==> config.mk <==
export PLATFORM = sky130hd
export DESIGN_NAME = store_buffer
export DESIGN_NICKNAME = d
export VERILOG_FILES = /design/src/rtl/store_buffer.sv
export SDC_FILE = /design/constraint.sdc
export NUM_CORES = 1
export LEC_CHECK = 0
export CAP_MARGIN = 10
export CORE_AREA = 4 4 193 195
export CTS_BUF_LIST = sky130_fd_sc_hd__clkbuf_4 sky130_fd_sc_hd__clkbuf_8 sky130_fd_sc_hd__clkbuf_16
export CTS_CLUSTER_SIZE = 16
export DETAILED_ROUTE_END_ITERATION = 12
export DIE_AREA = 0 0 197 199
export PLACE_DENSITY = 0.47
export SLEW_MARGIN = 0
export SYNTH_ARGS = -nofsm -noshare
export SYNTH_HDL_FRONTEND = slang
export SYNTH_SLANG_ARGS = --single-unit
==> constraint.sdc <==
create_clock -name clk -period 5.3 [get_ports clk]
set_clock_uncertainty 0.2 [all_clocks]
set_input_delay 1.06 -clock clk [delete_from_list [all_inputs] [get_ports clk]]
set_output_delay 1.06 -clock clk [all_outputs]
set_load 0.02 [all_outputs]
==> src/rtl/store_buffer.sv <==
// ---------------------------------------------------------------------------
// store_buffer
//   Four-entry store queue that sits between the MEM stage and a byte-wide
//   RAM port. Each accepted store {addr, data, size} is drained one byte per
//   granted cycle, lowest byte first, with the byte address wrapping at 2^17.
//
// Ports
//   clk, rst             clock; synchronous active-high reset
//   st_req/st_addr/      store request from MEM; accepted when st_req and
//   st_data/st_size      st_ready are both high
//   st_ready             queue has a free entry
//   ram_grant            RAM port granted to this block this cycle
//   ram_addr/ram_dout/   byte write to RAM (all zero when not writing)
//   ram_wr
//   sb_empty             queue empty and no write in flight
//   st_done              pulse on the cycle the last byte of an entry is written
//   ld_check/ld_addr     pending load and its base address (4-byte window)
//   ld_conflict          combinational stall request for that load
//
// Configuration
//   STORE_FWD_CHECK_EN   defined: precise address-overlap check for loads.
//                        undefined: any pending store stalls a checked load.
// ---------------------------------------------------------------------------
module store_buffer (
  input  logic        clk,
  input  logic        rst,
  input  logic        st_req,
  input  logic [16:0] st_addr,
  input  logic [31:0] st_data,
  input  logic [1:0]  st_size,
  output logic        st_ready,
  input  logic        ram_grant,
  output logic [16:0] ram_addr,
  output logic [7:0]  ram_dout,
  output logic        ram_wr,
  output logic        sb_empty,
  output logic        st_done,
  input  logic        ld_check,
  input  logic [16:0] ld_addr,
  output logic        ld_conflict
);

  typedef enum logic {
    S_IDLE  = 1'b0,
    S_WRITE = 1'b1
  } state_t;

  // Index of the final byte of a store: byte, half, word (11 behaves as word).
  function automatic logic [1:0] last_byte(input logic [1:0] size);
    logic [1:0] r;
    case (size)
      2'b00:   r = 2'd0;
      2'b01:   r = 2'd1;
      default: r = 2'd3;
    endcase
    return r;
  endfunction

  // Little-endian byte select.
  function automatic logic [7:0] sel_byte(input logic [31:0] d, input logic [1:0] k);
    logic [7:0] r;
    case (k)
      2'd0:    r = d[7:0];
      2'd1:    r = d[15:8];
      2'd2:    r = d[23:16];
      default: r = d[31:24];
    endcase
    return r;
  endfunction

  // Queue storage and control state
  logic [16:0] addr_q [4];
  logic [31:0] data_q [4];
  logic [1:0]  size_q [4];
  logic [1:0]  wr_ptr_q, rd_ptr_q;
  logic [2:0]  count_q, count_d;
  state_t      state_q, state_d;
  logic [1:0]  bcnt_q, bcnt_d;

  logic        push_s, pop_s, wr_s, done_s;
  logic [16:0] wr_addr_s;
  logic [7:0]  wr_byte_s;
  logic        empty_s;

  assign push_s = st_req && (count_q != 3'd4);

  // Next-state logic: FSM, byte counter, queue occupancy and RAM write data
  always_comb begin
    state_d   = state_q;
    bcnt_d    = bcnt_q;
    pop_s     = 1'b0;
    wr_s      = 1'b0;
    done_s    = 1'b0;
    wr_addr_s = 17'd0;
    wr_byte_s = 8'd0;

    case (state_q)
      S_IDLE: begin
        if (count_q != 3'd0) begin
          state_d = S_WRITE;
          bcnt_d  = 2'd0;
        end else begin
          state_d = S_IDLE;
        end
      end
      S_WRITE: begin
        if (ram_grant) begin
          wr_s      = 1'b1;
          // 17-bit add wraps naturally at 2^17
          wr_addr_s = addr_q[rd_ptr_q] + {15'd0, bcnt_q};
          wr_byte_s = sel_byte(data_q[rd_ptr_q], bcnt_q);
          if (bcnt_q == last_byte(size_q[rd_ptr_q])) begin
            pop_s  = 1'b1;
            done_s = 1'b1;
            bcnt_d = 2'd0;
          end else begin
            bcnt_d = bcnt_q + 2'd1;
          end
        end else begin
          bcnt_d = bcnt_q;
        end
      end
      default: begin
        state_d = S_IDLE;
        bcnt_d  = 2'd0;
      end
    endcase

    case ({push_s, pop_s})
      2'b10:   count_d = count_q + 3'd1;
      2'b01:   count_d = count_q - 3'd1;
      default: count_d = count_q;
    endcase

    // After a pop, continue straight into the next entry (a same-edge push
    // counts) so there is no bubble between entries.
    if (pop_s) begin
      state_d = (count_d != 3'd0) ? S_WRITE : S_IDLE;
    end else begin
      state_d = state_d;
    end
  end

  // Control registers
  always_ff @(posedge clk) begin
    if (rst) begin
      state_q  <= S_IDLE;
      bcnt_q   <= 2'd0;
      count_q  <= 3'd0;
      wr_ptr_q <= 2'd0;
      rd_ptr_q <= 2'd0;
    end else begin
      state_q <= state_d;
      bcnt_q  <= bcnt_d;
      count_q <= count_d;
      if (push_s) wr_ptr_q <= wr_ptr_q + 2'd1;
      if (pop_s)  rd_ptr_q <= rd_ptr_q + 2'd1;
    end
  end

  // Entry storage; validity is tracked solely by count/pointers
  always_ff @(posedge clk) begin
    if (!rst && push_s) begin
      addr_q[wr_ptr_q] <= st_addr;
      data_q[wr_ptr_q] <= st_data;
      size_q[wr_ptr_q] <= st_size;
    end
  end

  assign empty_s = (count_q == 3'd0) && (state_q == S_IDLE);

  // Outputs are forced to their idle values while reset is held
  assign st_ready = rst || (count_q != 3'd4);
  assign sb_empty = rst || empty_s;
  assign ram_wr   = !rst && wr_s;
  assign ram_addr = rst ? 17'd0 : wr_addr_s;
  assign ram_dout = rst ? 8'd0 : wr_byte_s;
  assign st_done  = !rst && done_s;

`ifdef STORE_FWD_CHECK_EN
  logic hit_s;

  // Overlap check: any byte of any valid entry inside [ld_addr, ld_addr+3]
  always_comb begin
    hit_s = 1'b0;
    for (int i = 0; i < 4; i++) begin
      logic [1:0]  idx;
      idx = rd_ptr_q + 2'(i);
      if (3'(i) < count_q) begin
        for (int j = 0; j < 4; j++) begin
          logic [16:0] diff;
          diff = addr_q[idx] + 17'(j) - ld_addr;
          if ((2'(j) <= last_byte(size_q[idx])) && (diff < 17'd4)) begin
            hit_s = 1'b1;
          end else begin
            hit_s = hit_s;
          end
        end
      end else begin
        hit_s = hit_s;
      end
    end
  end

  assign ld_conflict = !rst && ld_check && hit_s;
`else
  logic unused_ld_addr_s;
  assign unused_ld_addr_s = ^ld_addr;
  assign ld_conflict      = !rst && ld_check && !empty_s;
`endif

endmodule

# Word level (Yosys, flattened, before mapping)

Memories as Yosys holds them, arrays and structs flattened. A register that Yosys moved wholly into a read port is not among the register bits.
Index checks and enable logic that the tools add are counted.

Memories kept: 3
Word-level logic and storage cells: 73
Latch bits: 0
Output and inout port bits: 30
Input port bits: 73
Memory bits (read-only): 0
Register bits after elaboration: 10
Memory bits (writable): 204

Memory list:

| name   | words | bits a word | rd ports | clocked after Yosys merged registers in | write ports | RTL line | text |
|---|---|---|---|---|---|---|---|
| data_q | 4     | 32          | 1        | 1                                       | 1           | 73       | `logic [31:0] data_q [4];` |
| addr_q | 4     | 17          | 1        | 1                                       | 1           | 72       | `logic [16:0] addr_q [4];` |
| size_q | 4     | 2           | 1        | 1                                       | 1           | 74       | `logic [1:0] size_q [4];` |

Multipliers: 0
Reduce and logical (&&, ||, !) cells: 17
Magnitude comparators: 0
Bitwise gates (word level): 1
Shift-type cells: 0
Add/sub/neg operators: 6
Multiplexer cells: 32
Equal/unequal tests: 9
Divide/modulo/power cells: 0

Operator list:

| cell                | number |
|---|---|
| $mux 17             | 3 |
| $mux 8              | 3 |
| $pmux 8 s3          | 1 |
| $mux 2              | 11 |
| $add 17x2->17       | 1 |
| $mux 1              | 11 |
| $pmux 2 s2          | 2 |
| $logic_and 1x1->1   | 7 |
| $add 2x1->2 const B | 3 |
| $eq 2x1->1 const B  | 3 |
| $pmux 3 s2          | 1 |
| $reduce_bool 3->1   | 2 |
| $eq 2x2->1 const B  | 2 |
| $logic_not 2->1     | 2 |
| $ne 2x2->1 const B  | 2 |
| $add 3x1->3 const B | 1 |
| $logic_not 3->1     | 1 |
| $ne 3x3->1 const B  | 1 |
| $sub 3x1->3 const B | 1 |
| $eq 2x2->1          | 1 |
| $logic_not 1->1     | 2 |
| $logic_or 1x1->1    | 2 |
| $reduce_and 2->1    | 1 |
| $not 1->1           | 1 |

# Depth between registers and ports, before layout

Depth after elaboration: 13
Mapped depth: 12
Gate-level depth less buffers: 9

# Least setup slack after synthesis

Ideal clock, no wire load.

Kind: register to output
Start: register with a tool-made name
End: output port ram_addr[9]
Slack: 0.978 ns
Stages on the path, launching flop included: 11
Required time: 4.040 ns
Path buffers: 4
Data arrival time: 3.062 ns
Path through: dfxtp_1 > buf_6 > buf_6 > buf_4 > buf_2 > mux4_2 > ha_1 > a21o_1 > nand2_1 > or4_1 > a21oi_1

RTL lines:

| element   | RTL line | text |
|---|---|---|
| to (decl) | 33       | `output logic [16:0] ram_addr,` |

==> reports/qor.yml <==
yosys:
  ys_seq_area_frac: 0.725
  synthArstFlopShare: 0
  post_synth_edffs: 204
  postSynthRegisterBits: 216
  postSynth.topFlopCell: "sky130_fd_sc_hd__edfxtp_1"
  synth_fp_nets: 545
  synthDominantAreaCellType: "sky130_fd_sc_hd__edfxtp_1"
  count_of_yosys_warnings_during_synthesis: 0
  synth_top_cell_area_share: 0.698
  postSynthAreaPerCell_um2: 19.1
  synth_cell_type_count: 42
  synth.cell_area_um2: 8780
  synth_cells: 459
  synthTopCellsByArea: "sky130_fd_sc_hd__edfxtp_1, sky130_fd_sc_hd__mux4_2, sky130_fd_sc_hd__dfxtp_1, sky130_fd_sc_hd__ha_1, sky130_fd_sc_hd__nor2_1"
clock_network:
  clkSlewWorstSetupHoldPaths_ns: 0.06
  cts.repair.resized: 0
  cts_sinks: 216
  root_buffer: "sky130_fd_sc_hd__clkbuf_16"
  clkLatencyLatePin_ns: 0.50
  cts_tree: "done"
  cts_hold_repair.buffers: 0
  cts-buffers-inserted: 23
  post_cts.repair.setup_buffers: 0
  h-tree-depth: 1
  clock_path_buffers: 3
layout:
  finalInstanceArea_um2: 10900
  layout.filler_cells: 3473
  area.growth.synth_to_final_pct: 23.8
  drive_gt1_frac: 0.178
  n_antenna_cell: 0
  finish.net_count: 641
  finish.utilization: 0.307
route:
  wl_per_cell_um: 19.6
  detailedRoute.firstIterationViolations: 317
  routed_via_density: 4.42
  dr_total_vias: 4565
  drt_drc_violations_left: 0
  wl_um: 20200
  number_of_nets_with_antenna_violations_after_routing: 0
  drt-pass1-iter-count: 4
setup_path:
  timing.reg2reg.setup_slack_ns: 1.34
  rr_worst_depth: 10
  worst-endpoint-required_ns: 4.04
  startpoint_class: "flip-flop"
  timing.critical_path.fanout_max: 27
  worst_setup_path_end_kind: "primary output"
  crit-reg2reg-capture: "state_q$_SDFF_PP0_"
  worstSetupPathType: "flip-flop to primary output"
  cp_data_arrival_time_ns: 3.60
hold_path:
  worstHoldPathCells: 2
  hold-path-endpoint: "count_q[2]$_SDFF_PP0_"
  hold_class: "flip-flop to flip-flop"
  worstHoldStart: "count_q[2]$_SDFF_PP0_"
sta:
  final-setup-viol-count: 0
  layout_min_cycle_time_ns: 4.86
  relSlewSlack: 0.389
  final-max-slew-violation-count: 0
  worst-slew-pin-transition_ns: 0.917
  timing_hold_violations_final: 0
  fin_crit_sh: 0.918
  grt_setup_unrepaired: "no"
  timing.fmax_mhz: 206
  fin_tns_setup_ns: 0
  setup_ws_ns: 0.436
status:
  run_status: "finished, final reports clean"
placement:
  dp_hpwl_um: 12700
  buffer_ports.inserted: 85
  gpl.final_weighted_congestion: 0.773
  dpl_cell_area_um2: 10200
  pre_cts_slack_ns: 0.495
grt:
  antenna_found_initial: 1
  first_pass_grt_wire_length_um: 30400
  grt_pass1_vias: 4973
  grt_overflow_total: 0
  grtUsageTotal: 0.102
  grt_max_degree: 52
floorplan:
  pin_count: 103
  die_width_um: 197
  die_height_um: 199
  die_footprint_um2: 39200
  coreArea_um2: 35400
  num_rows: 69
  floorplan.initialDensity: 0.248
power:
  vdd.ir_drop.worst_v: 0.000209
  powerDensity_nw_per_um2: 344
  leak_pwr_nw: 3.34
  fin_total_pwr_mw: 3.73
flow_run:
  timing.max_cap.violations: 0
[worst max-delay path, cell delays in order (launching register included)]
cell and delay, ns:
sky130_fd_sc_hd__dfxtp_4 0.50, sky130_fd_sc_hd__buf_4 0.55, sky130_fd_sc_hd__mux4_2 0.61, sky130_fd_sc_hd__or4_4 0.54, sky130_fd_sc_hd__a31oi_1 0.23, sky130_fd_sc_hd__clkdlybuf4s50_1 0.65
[metrics by stage]
stage / hold slack, ns / cells
2_1_floorplan: 0.283 / 459
3_3_place_gp: 0.294 / 991
3_5_place_dp: 0.331 / 991
4_1_cts: 0.343 / 1033
5_1_grt: 0.384 / 1033
6_report: 0.340 / 1033
[how the worst max path moves through the flow]
stage	start	cells after the start	slack (ns)	end
after floorplan	flip-flop	10	0.98	ram_addr[9]
after global placement	ram_grant	7	0.54	ram_addr[16]
after detailed placement	ram_grant	6	0.49	ram_dout[1]
after CTS	flip-flop	6	0.25	ram_dout[2]
after global routing	flip-flop	6	0.16	ram_dout[2]
final	flip-flop	5	0.44	st_done
[placed cells by master, fill, tap and decap left out, types with 2 or more instances in the layout]
cell type                         count
sky130_fd_sc_hd__a31oi_1              2
sky130_fd_sc_hd__a22oi_1              8
sky130_fd_sc_hd__clkdlybuf4s50_1     85
sky130_fd_sc_hd__or2_2                2
sky130_fd_sc_hd__nand2_1             19
sky130_fd_sc_hd__edfxtp_1           204
sky130_fd_sc_hd__mux4_1               3
sky130_fd_sc_hd__nand2b_1             4
sky130_fd_sc_hd__and2_4               4
sky130_fd_sc_hd__a311oi_1             8
sky130_fd_sc_hd__nand3_1              7
sky130_fd_sc_hd__or3_1                3
sky130_fd_sc_hd__mux2i_1              7
sky130_fd_sc_hd__nor4_1               6
sky130_fd_sc_hd__mux2_1               2
sky130_fd_sc_hd__o21ai_0              5
sky130_fd_sc_hd__ha_1                11
sky130_fd_sc_hd__clkbuf_4             7
sky130_fd_sc_hd__nor2_1              22
sky130_fd_sc_hd__buf_4                6
sky130_fd_sc_hd__clkinv_2             4
sky130_fd_sc_hd__inv_1               13
sky130_fd_sc_hd__clkbuf_16           23
sky130_fd_sc_hd__nor2b_1              3
sky130_fd_sc_hd__dfxtp_1             10
sky130_fd_sc_hd__mux4_2              48
sky130_fd_sc_hd__a21oi_1             10
sky130_fd_sc_hd__or4_1                5
sky130_fd_sc_hd__xnor2_1              4
sky130_fd_sc_hd__clkinv_1             6
sky130_fd_sc_hd__xor2_1               4
sky130_fd_sc_hd__fa_1                 2
sky130_fd_sc_hd__nand4_1              7
sky130_fd_sc_hd__o31ai_1              5
[area by class of cell]
cell class / count / area [µm²] / area share
repair buffers: 91 / 896 / 0.0824
multi-input cells: 210 / 2270 / 0.208
clock buffers: 30 / 628 / 0.0578
inverters: 13 / 48.8 / 0.00449
flip-flops and latches: 216 / 6370 / 0.586
well taps: 461 / 577 / 0.0531
clock inverters: 12 / 81.3 / 0.00748
[kinds of logic (layout without fill, tap and decap cells)]
kind of cell,count (synthesis),in the layout,synth area share
simple gates,87,87,0.0513
xor+xnor,8,8,0.00798
compound gates,41,41,0.0335
mux,61,61,0.144
buf+inv,33,146,0.0180
flops,216,216,0.725
fa+ha+maj,13,13,0.0202
[registers in the layout, summed over array words and instances (netlist names), named ones only]
register  cells
data_q      128
addr_q       68
size_q        8
count_q       3
bcnt_q        2
rd_ptr_q      2
wr_ptr_q      2
state_q       1
[layer usage]
metal | vias up | global-route usage | share of wire
li1 | 2066 | - | -
met1 | 2351 | 0.133 | 0.44
met2 | 118 | 0.176 | 0.49
met3 | 28 | 0.0213 | 0.047
met4 | 2 | 0.0208 | 0.018
met5 | - | 0 | 0.00059
[power by group]
group | switching [mW] | internal (mW)
combinational | 0.153 | 0.127
clock | 0.622 | 0.883
sequential | 0.0223 | 1.93
total | 0.798 | 2.94
[cells in the mapped netlist, types with 6 or more instances]
| cell type | n |
|---|---|
| sky130_fd_sc_hd__mux2i_1 | 7 |
| sky130_fd_sc_hd__edfxtp_1 | 204 |
| sky130_fd_sc_hd__ha_1 | 11 |
| sky130_fd_sc_hd__nand4_1 | 7 |
| sky130_fd_sc_hd__mux4_2 | 48 |
| sky130_fd_sc_hd__a22oi_1 | 8 |
| sky130_fd_sc_hd__a311oi_1 | 8 |
| sky130_fd_sc_hd__nor2_1 | 22 |
| sky130_fd_sc_hd__clkbuf_1 | 7 |
| sky130_fd_sc_hd__a21oi_1 | 10 |
| sky130_fd_sc_hd__nand2_1 | 19 |
| sky130_fd_sc_hd__inv_1 | 13 |
| sky130_fd_sc_hd__dfxtp_1 | 12 |
| sky130_fd_sc_hd__nand3_1 | 7 |
| sky130_fd_sc_hd__nor4_1 | 6 |
(Power assumes the default switching activity.)
